==> config.mk <==
export PLATFORM = sky130hd
export DESIGN_NAME = regfile_write_arbiter
export DESIGN_NICKNAME = d
export VERILOG_FILES = /design/src/rtl/regfile_arb_pkg.sv /design/src/rtl/rr_arbiter2.sv /design/src/rtl/regfile_write_arbiter.sv
export SDC_FILE = /design/constraint.sdc
export NUM_CORES = 1
export LEC_CHECK = 0
export ABC_AREA = 1
export BUFFER_PORTS_ARGS = -buffer_cell sky130_fd_sc_hd__buf_2
export CAP_MARGIN = 20
export CORE_UTILIZATION = 40
export DETAILED_ROUTE_END_ITERATION = 6
export PLACE_DENSITY_LB_ADDON = 0.05
export SLEW_MARGIN = 20
export SYNTH_ARGS = -nofsm -noshare
export SYNTH_HDL_FRONTEND = slang
export SYNTH_SLANG_ARGS = --single-unit
==> constraint.sdc <==
create_clock -name clock -period 3.2 [get_ports clock]
set_clock_uncertainty 0.2 [all_clocks]
set_input_delay 0.32 -clock clock [delete_from_list [all_inputs] [get_ports clock]]
set_output_delay 0.32 -clock clock [all_outputs]
set_load 0.02 [all_outputs]
==> src/rtl/regfile_arb_pkg.sv <==
// Shared widths, the hardwired-zero register index and requester IDs for the regfile write arbiter.
package regfile_arb_pkg;
    localparam int DEF_DATA_W   = 32;
    localparam int DEF_ADDR_W   = 5;
    localparam int DEF_NUM_REGS = 32;
    localparam int REG_ZERO     = 0;

    typedef enum logic [1:0] {
        REQ_WB = 2'd0,
        REQ_MD = 2'd1,
        REQ_IO = 2'd2
    } req_id_t;
endpackage

==> src/rtl/rr_arbiter2.sv <==
// Two-requester round-robin: combinational grant, and a pointer that moves past the winner on advance.
// Side A has priority after reset; grants are zero-latency; each requester simply waits while not granted.
module rr_arbiter2 (
    input  logic clock,
    input  logic ctrl_reset,
    input  logic req_a,
    input  logic req_b,
    input  logic advance,
    output logic gnt_a,
    output logic gnt_b
);
    logic ptr_b;

    always_comb begin
        gnt_a = req_a & (~req_b | ~ptr_b);
        gnt_b = req_b & (~req_a | ptr_b);
    end

    // After a grant the other side gets priority on the next contention.
    always_ff @(posedge clock) begin
        if (ctrl_reset) begin
            ptr_b <= 1'b0;
        end else if (advance) begin
            ptr_b <= gnt_a;
        end
    end
endmodule

==> src/rtl/regfile_write_arbiter.sv <==
// Regfile write-port arbiter (WB > round-robin MD/IO) with an MD busy scoreboard; one-cycle registered write.
// WB is never stalled; MD/IO wait on ready. Define REGFILE_ARB_FWD_EN to add the fwd_hitA/fwd_hitB/fwd_data bypass.
module regfile_write_arbiter
    import regfile_arb_pkg::*;
#(
    parameter int DATA_W   = DEF_DATA_W,
    parameter int ADDR_W   = DEF_ADDR_W,
    parameter int NUM_REGS = DEF_NUM_REGS
) (
    input  logic                clock,
    input  logic                ctrl_reset,
    input  logic                wb_valid,
    input  logic [ADDR_W-1:0]   wb_reg,
    input  logic [DATA_W-1:0]   wb_data,
    input  logic                md_valid,
    output logic                md_ready,
    input  logic [ADDR_W-1:0]   md_reg,
    input  logic [DATA_W-1:0]   md_data,
    input  logic                io_valid,
    output logic                io_ready,
    input  logic [ADDR_W-1:0]   io_reg,
    input  logic [DATA_W-1:0]   io_data,
    input  logic                md_issue,
    input  logic [ADDR_W-1:0]   md_issue_reg,
    input  logic [ADDR_W-1:0]   rd_regA,
    input  logic [ADDR_W-1:0]   rd_regB,
    output logic                stall_busy,
    output logic [NUM_REGS-1:0] busy_vec,
    output logic                ctrl_writeEnable,
    output logic [ADDR_W-1:0]   ctrl_writeReg,
    output logic [DATA_W-1:0]   data_writeReg
`ifdef REGFILE_ARB_FWD_EN
    ,
    output logic                fwd_hitA,
    output logic                fwd_hitB,
    output logic [DATA_W-1:0]   fwd_data
`endif
);
    localparam logic [ADDR_W-1:0] ZERO_IDX = ADDR_W'(REG_ZERO);

    logic                md_req, io_req, md_gnt, io_gnt;
    logic                fire;
    req_id_t             src;
    logic [ADDR_W-1:0]   sel_reg;
    logic [DATA_W-1:0]   sel_data;
    logic [NUM_REGS-1:0] busy_q, busy_d;

    // WB pre-empts the MD/IO arbitration outright; nothing is offered during reset.
    assign md_req = md_valid & ~wb_valid & ~ctrl_reset;
    assign io_req = io_valid & ~wb_valid & ~ctrl_reset;

    rr_arbiter2 u_rr (
        .clock      (clock),
        .ctrl_reset (ctrl_reset),
        .req_a      (md_req),
        .req_b      (io_req),
        .advance    (md_gnt | io_gnt),
        .gnt_a      (md_gnt),
        .gnt_b      (io_gnt)
    );

    assign md_ready = md_gnt;
    assign io_ready = io_gnt;

    always_comb begin
        src  = REQ_WB;
        fire = 1'b0;
        if (!ctrl_reset) begin
            if (wb_valid) begin
                src  = REQ_WB;
                fire = 1'b1;
            end else if (md_gnt) begin
                src  = REQ_MD;
                fire = 1'b1;
            end else if (io_gnt) begin
                src  = REQ_IO;
                fire = 1'b1;
            end
        end
    end

    always_comb begin
        sel_reg  = wb_reg;
        sel_data = wb_data;
        case (src)
            REQ_MD: begin
                sel_reg  = md_reg;
                sel_data = md_data;
            end
            REQ_IO: begin
                sel_reg  = io_reg;
                sel_data = io_data;
            end
            default: begin
                sel_reg  = wb_reg;
                sel_data = wb_data;
            end
        endcase
    end

    // Writes to r0 complete their handshake but are swallowed here.
    always_ff @(posedge clock) begin
        if (ctrl_reset) begin
            ctrl_writeEnable <= 1'b0;
            ctrl_writeReg    <= '0;
            data_writeReg    <= '0;
        end else if (fire && sel_reg != ZERO_IDX) begin
            ctrl_writeEnable <= 1'b1;
            ctrl_writeReg    <= sel_reg;
            data_writeReg    <= sel_data;
        end else begin
            ctrl_writeEnable <= 1'b0;
        end
    end

    // Issue is applied after the MD completion clear so a same-cycle set wins.
    always_comb begin
        busy_d = busy_q;
        if (md_gnt) begin
            busy_d[md_reg] = 1'b0;
        end
        if (md_issue && md_issue_reg != ZERO_IDX) begin
            busy_d[md_issue_reg] = 1'b1;
        end
        busy_d[0] = 1'b0;
    end

    always_ff @(posedge clock) begin
        if (ctrl_reset) begin
            busy_q <= '0;
        end else begin
            busy_q <= busy_d;
        end
    end

    assign busy_vec   = busy_q;
    assign stall_busy = busy_q[rd_regA] | busy_q[rd_regB];

`ifdef REGFILE_ARB_FWD_EN
    assign fwd_hitA = ctrl_writeEnable & (ctrl_writeReg == rd_regA);
    assign fwd_hitB = ctrl_writeEnable & (ctrl_writeReg == rd_regB);
    assign fwd_data = data_writeReg;
`endif
endmodule

* Word level (Yosys, flattened, before mapping)
Index checks and enable logic that the tools add are counted.
** Cells by class
- Order comparisons :: 6
- Equal/unequal tests :: 2
- Mux-type cells :: 21
- Bitwise gates (word level) :: 18
- Reductions and logical operators :: 6
** Operators by type and width (count)
- 32-bit 2-to-1 mux :: 2
- 32-bit one-hot mux with 2 select lines :: 1
- 32-bit AND :: 1
- 32-bit inverter :: 1
- 32-bit OR :: 1
- 5-bit by 6-bit < comparator with 1-bit output (second input constant) :: 4
- 1-bit binary-select mux with 5-bit select :: 2
- 1-bit demux with 5-bit select :: 2
- 5-bit by 1-bit >= comparator with 1-bit output (second input constant) :: 2
- 5-bit one-hot mux with 2 select lines :: 1
- 5-bit nonzero test :: 2
- 1-bit 2-to-1 mux :: 9
- 2-bit 2-to-1 mux :: 4
- 1-bit AND :: 6
- 1-bit inverter :: 5
- 1-bit logical AND :: 4
- 1-bit OR :: 4
- 2-bit by 1-bit equality test with 1-bit output (second input constant) :: 1
- 2-bit equality test (second input constant) :: 1
** Word-level totals
- Register bits after elaboration :: 71
- Input bits :: 132
- Output and inout bits :: 73
- Logic and storage cells :: 59

* Depth between registers and ports, before layout
- Word-level depth :: 15
- Gate-level depth with buffers :: 17
- Depth with buffers taken out :: 14

* Cells and area by module
From an unflattened synthesis, not the netlist that was laid out.
** Second synthesis, totals
- Cell total of the unflattened synthesis :: 743
- Area, all modules :: 4325.4 sq um
** By module, submodules not included
- regfile_write_arbiter :: times used 1, cells each 732, area an instance 4264.1 sq um, sequential area each 1381.3 sq um
- rr_arbiter2 :: times used 1, cells each 11, area an instance 61.3 sq um, sequential area each 20.0 sq um

* Worst setup path before layout
OpenSTA, ideal clock, no wires.
- Path kind :: input to register
- Start point :: input ctrl_reset
- End point :: register data_writeReg[10]
- Arrival :: 2395 ps
- Data required time :: 2887 ps
- Setup slack :: 492 ps
- Cell stages on the path :: 17
- Path buffers :: 4
- Cells stage by stage :: buf_2 > nor2_4 > nand2_1 > a21oi_2 > inv_1 > ha_1 > buf_2 > nand2_1 > nand2_1 > o21ai_0 > nand2_1 > nor2_1 > nor2_1 > buf_4 > buf_6 > nor2_1 > nor2_1
** RTL lines
- start: declaration :: line regfile_write_arbiter.sv:11 : input logic ctrl_reset,
- 1-bit inverter * :: line regfile_write_arbiter.sv:49, regfile_write_arbiter.sv:50
- 1-bit AND :: line regfile_write_arbiter.sv:50 : assign io_req = io_valid & ~wb_valid & ~ctrl_reset;
- 1-bit inverter :: line rr_arbiter2.sv:15 : gnt_a = req_a & (~req_b | ~ptr_b);
- 1-bit OR :: line rr_arbiter2.sv:15
- 1-bit AND * :: line rr_arbiter2.sv:15
- net md_ready :: line regfile_write_arbiter.sv:16 : output logic md_ready,
- 2-bit 2-to-1 mux :: line regfile_write_arbiter.sv:72 : end else if (md_gnt) begin
- 2-bit 2-to-1 mux :: line regfile_write_arbiter.sv:69 : if (wb_valid) begin
- 2-bit 2-to-1 mux :: line regfile_write_arbiter.sv:68 : if (!ctrl_reset) begin
- 2-bit equality test or 2-bit by 1-bit equality test with 1-bit output (tied branches) :: line regfile_write_arbiter.sv:85 : case (src)
- 5-bit one-hot mux with 2 select lines :: line regfile_write_arbiter.sv:85
- 5-bit nonzero test :: line regfile_write_arbiter.sv:107 : end else if (fire && sel_reg != ZERO_IDX) begin
- 1-bit logical AND :: line regfile_write_arbiter.sv:107
- end signal: assignment :: line regfile_write_arbiter.sv:110 : data_writeReg <= sel_data;
- end: declaration :: line regfile_write_arbiter.sv:31 : output logic [DATA_W-1:0] data_writeReg
The timed path passes the listed nets; every way through them passes the cells marked *.
A chain may end at the register's enable or synchronous reset.

* Worst setup path after layout
- Start point :: register u_rr.ptr_b
- End point :: register data_writeReg[1]
** Between the ends
- Word-level cells in the longest chain between the ends :: 10
** Ends and longest elaborated chain
- start: declaration :: line rr_arbiter2.sv:12 : logic ptr_b;
- start signal: assignment :: line rr_arbiter2.sv:24 : ptr_b <= gnt_a;
- 1-bit OR or 1-bit inverter (tied branches) :: line rr_arbiter2.sv:16, rr_arbiter2.sv:15
- 1-bit AND or 1-bit OR (tied branches) :: line rr_arbiter2.sv:16, rr_arbiter2.sv:15
- 2-bit 2-to-1 mux or 1-bit AND (tied branches) :: line regfile_write_arbiter.sv:75, rr_arbiter2.sv:15
- 2-bit 2-to-1 mux :: line regfile_write_arbiter.sv:72
- 2-bit 2-to-1 mux :: line regfile_write_arbiter.sv:69
- 2-bit 2-to-1 mux :: line regfile_write_arbiter.sv:68
- 2-bit equality test or 2-bit by 1-bit equality test with 1-bit output (tied branches) :: line regfile_write_arbiter.sv:85
- 5-bit one-hot mux with 2 select lines :: line regfile_write_arbiter.sv:85
- 5-bit nonzero test :: line regfile_write_arbiter.sv:107
- 1-bit logical AND :: line regfile_write_arbiter.sv:107
Parallel ways exist; a longest one is shown, timed or not.

==> reports/results.txt <==
Reg2Reg Launch Point = u_rr.ptr_b
Post-CTS resize count = 0
Result of the run = complete, no violations
Number of DRC markers after the initial detailed-route iteration = 332
Area leader, netlist = sky130_fd_sc_hd__dfxtp_1
# DRC = 0
Final Hold Viols = 0
Critical R2R Capture = data_writeReg[1]
Number of synthesized flops with an enable pin = 0
Height of the die = 106 um
Placement-stage cell area = 0.00543 mm2
Main flop type after synthesis = sky130_fd_sc_hd__dfxtp_1
Std-Cell Rows = 37
Delay of the slowest cell on the worst path = 0.44 ns
Antenna viol nets, final = 0
Setup TNS = 0 ns
Top Layer Used = met4
Worst-case hold slack = 0.0908 ns
Number of nets in the layout = 1063
Total number of H-tree levels = 3
Min Tclk post-route = 2.72 ns
Netlist cell types = 25
Initial Utilization = 0.417
Congestion Overflow GR = 0
Count of buffering cells on the critical path with inverters included = 2
Highest fanout seen on the critical path = 24
Nature of the critical path endpoint = flip-flop
Worst min-delay path class = primary input to flip-flop
DR pass1 iterations = 5
Clock network power share = 0.343
Average detailed-routed wire length per instance = 14.6 um
Maxcap violations = 0
Placeable core region = 0.0105 mm2
Largest net degree at the start of global routing = 65
Routed wire length = 15600 um
Longest Clk Path Bufs = 2
Design Area, Final = 0.00564 mm2
Fraction of registers with async set or reset after synthesis = 0
Total met2 wirelength after detailed routing = 7660 um
Sequential share of the synthesized area = 0.321
Post-synth top area share = 0.321
Worst setup startpoint = u_rr.ptr_b
Worst-path cell chain = o211ai_1 -> ha_2 -> inv_2 -> or2_1 -> nand2_1 -> nand3_1 -> nor2_1 -> nor2_4 -> buf_4 -> nor2_1 -> nor2_1
Power per cell area = 393 mW/mm2
Tightest Pin Transition = 0.659 ns
Sequential Power Share = 0.428
CP startpoint kind = flip-flop
Remaining max-slew budget at the tightest pin = 0.559
Clock root buffer = sky130_fd_sc_hd__clkbuf_8
Die extent in x = 106 um
Levels on crit path = 11
Post-Syn Nets = 883
Critical Path Slowest Stage Cell = sky130_fd_sc_hd__nor2_4
Number of buffers added to fix hold violations after cts = 0
Classification of the worst setup path = flip-flop to flip-flop
Largest cells by area after synthesis = sky130_fd_sc_hd__dfxtp_1, sky130_fd_sc_hd__nand2_1, sky130_fd_sc_hd__nand3_1, sky130_fd_sc_hd__a21oi_1, sky130_fd_sc_hd__nor2_1
Top Ports = 205
Clock Latency Late Sink = 0.35 ns
Delay-heaviest family, CP = simple AND/OR/NAND/NOR gates
Synth cell count leaders = sky130_fd_sc_hd__nand2_1, sky130_fd_sc_hd__nand3_1, sky130_fd_sc_hd__a21oi_1
Power share of the combinational group = 0.230
Aggregate global-route resource usage = 0.279
Met1 wire length = 6330 um
Global-route wire length before repair = 24900 um
Cells after synthesis = 749
Worst supply voltage drop on vdd = 0.186 mV
Worst-case register-to-register setup slack = 0.48 ns
Total standard cell area after synthesis = 0.00436 mm2
Number of buffers added for setup after CTS = 0
CTS tree = built
CP required = 3.29 ns
Via density per instance = 5.11
Final Max Slew Viols = 0
Clock-pin slew reported for the worst setup and hold paths after clock tree synthesis = 0.09 ns
Area of the die = 0.0113 mm2
Count of synthesis-stage warnings from yosys = 0
Cell internal pwr = 1490 uW
Unrepaired setup endpoints after global routing = false
Post-synthesis register bit count = 70
Critical path destination = data_writeReg[1]
Total half-perimeter wirelength after legalization and detailed placement = 11800 um
Switching part of the total power = 0.327
Final clock period utilization by the worst path = 0.851
Most prevalent standard cell on the critical path = sky130_fd_sc_hd__nor2_1
Number of buffers inserted by port buffering = 203
Net switching power of the design = 725 uW
Detailed route wirelength on metal3 = 1090 um
Via count = 5478
Initial antenna violation count = 1
Most instantiated library cell after synthesis = sky130_fd_sc_hd__nand2_1
Clock sink total = 70
Fraction of layout cells with a size suffix above 1 = 0.254
Total of endpoints with negative setup slack in the final report = 0
Syn_area_per_cell = 5.83 um2
Reg2Reg Depth = 11
Worst Path Arrival = 2.81 ns
Synthesis-to-layout area growth = 29.3%
Global placement routability congestion = 0.932
Number of buffers added by the clock tree synthesis step = 9
Maximum frequency from static timing analysis = 0.367 GHz
Vias in the first global route = 5169
Leakage power = 0.00274 uW
Fraction of the core area covered by cells at the end of the flow = 0.539
state kept, by name (all words and copies together), names as in the netlist:
register and cells:
data_writeReg 32, busy_vec 31, ctrl_writeReg 5, ctrl_writeEnable 1
u_rr.ptr_b 1
power groups by stage:
stage	Combinational [uW]	Sequential [uW]	Clock, uW
after floorplan	256	1020	0
after global placement	500	965	0
after detailed placement	507	965	0
after CTS	508	946	763
after global routing	569	952	808
final	509	947	759
cell families (layout without fill, tap and decap cells):
family / after synthesis / after routing / share of synthesized area
and+or+nand+nor: 440 / 440 / 0.418
other: 1 / 2 / 0.000860
DFF: 70 / 70 / 0.321
buffers and inverters: 99 / 284 / 0.0923
AOI/OAI and AO/OA: 137 / 137 / 0.162
adders and majority gates: 2 / 2 / 0.00573
per-stage QoR:
stage | power [uW] | worst slack, ns | instances
global placement | 1460 | 0.146 | 1054
detailed placement | 1470 | 0.0306 | 1054
floorplan | 1270 | 0.492 | 749
CTS | 2220 | 0.171 | 1070
finish | 2210 | 0.477 | 1071
global route | 2330 | 0.236 | 1071
metal layers:
layer,global-route usage,vias up
met5,0,-
met2,0.495,225
li1,-,2784
met4,0.116,0
met1,0.324,2435
met3,0.0558,34
tightest hold or removal path: cells and delay by family:
kind | cells | cell delay (ns)
and+or+nand+nor | 3 | 0.23
buffers and inverters | 1 | 0.07
cell usage in the layout, fill, tap and decap left out, drive strengths merged:
master	count
a21oi	99
buf	211
bufinv	1
clkbuf	10
clkinv	2
clkinvlp	1
conb	1
dfxtp	70
diode	1
ha	2
inv	59
nand2	235
nand3	114
nand4	2
nor2	80
nor3	5
o211ai	1
o21ai	37
or2	4
final cells by class:
cell class                 count  area [um2]
clock buffer                  10         138
multi-input combinational    580        2570
fill                        1134        4820
clock inverter                 6        68.8
tap                          136         170
antenna                        1        2.50
timing repair buffer         211        1080
inverter                      57         214
sequential                    70        1400
worst min path at each step:
stage,depth (start not counted),to,start
floorplan,2,u_rr.ptr_b,u_rr.ptr_b
global placement,2,ctrl_writeReg[0],ctrl_writeReg[0]
detailed placement,2,ctrl_writeReg[2],ctrl_writeReg[2]
CTS,4,ctrl_writeReg[3],wb_reg[3]
global route,3,busy_vec[22],md_issue
finish,4,ctrl_writeReg[3],wb_reg[3]
No activity file was read; power rests on OpenSTA's default activity.
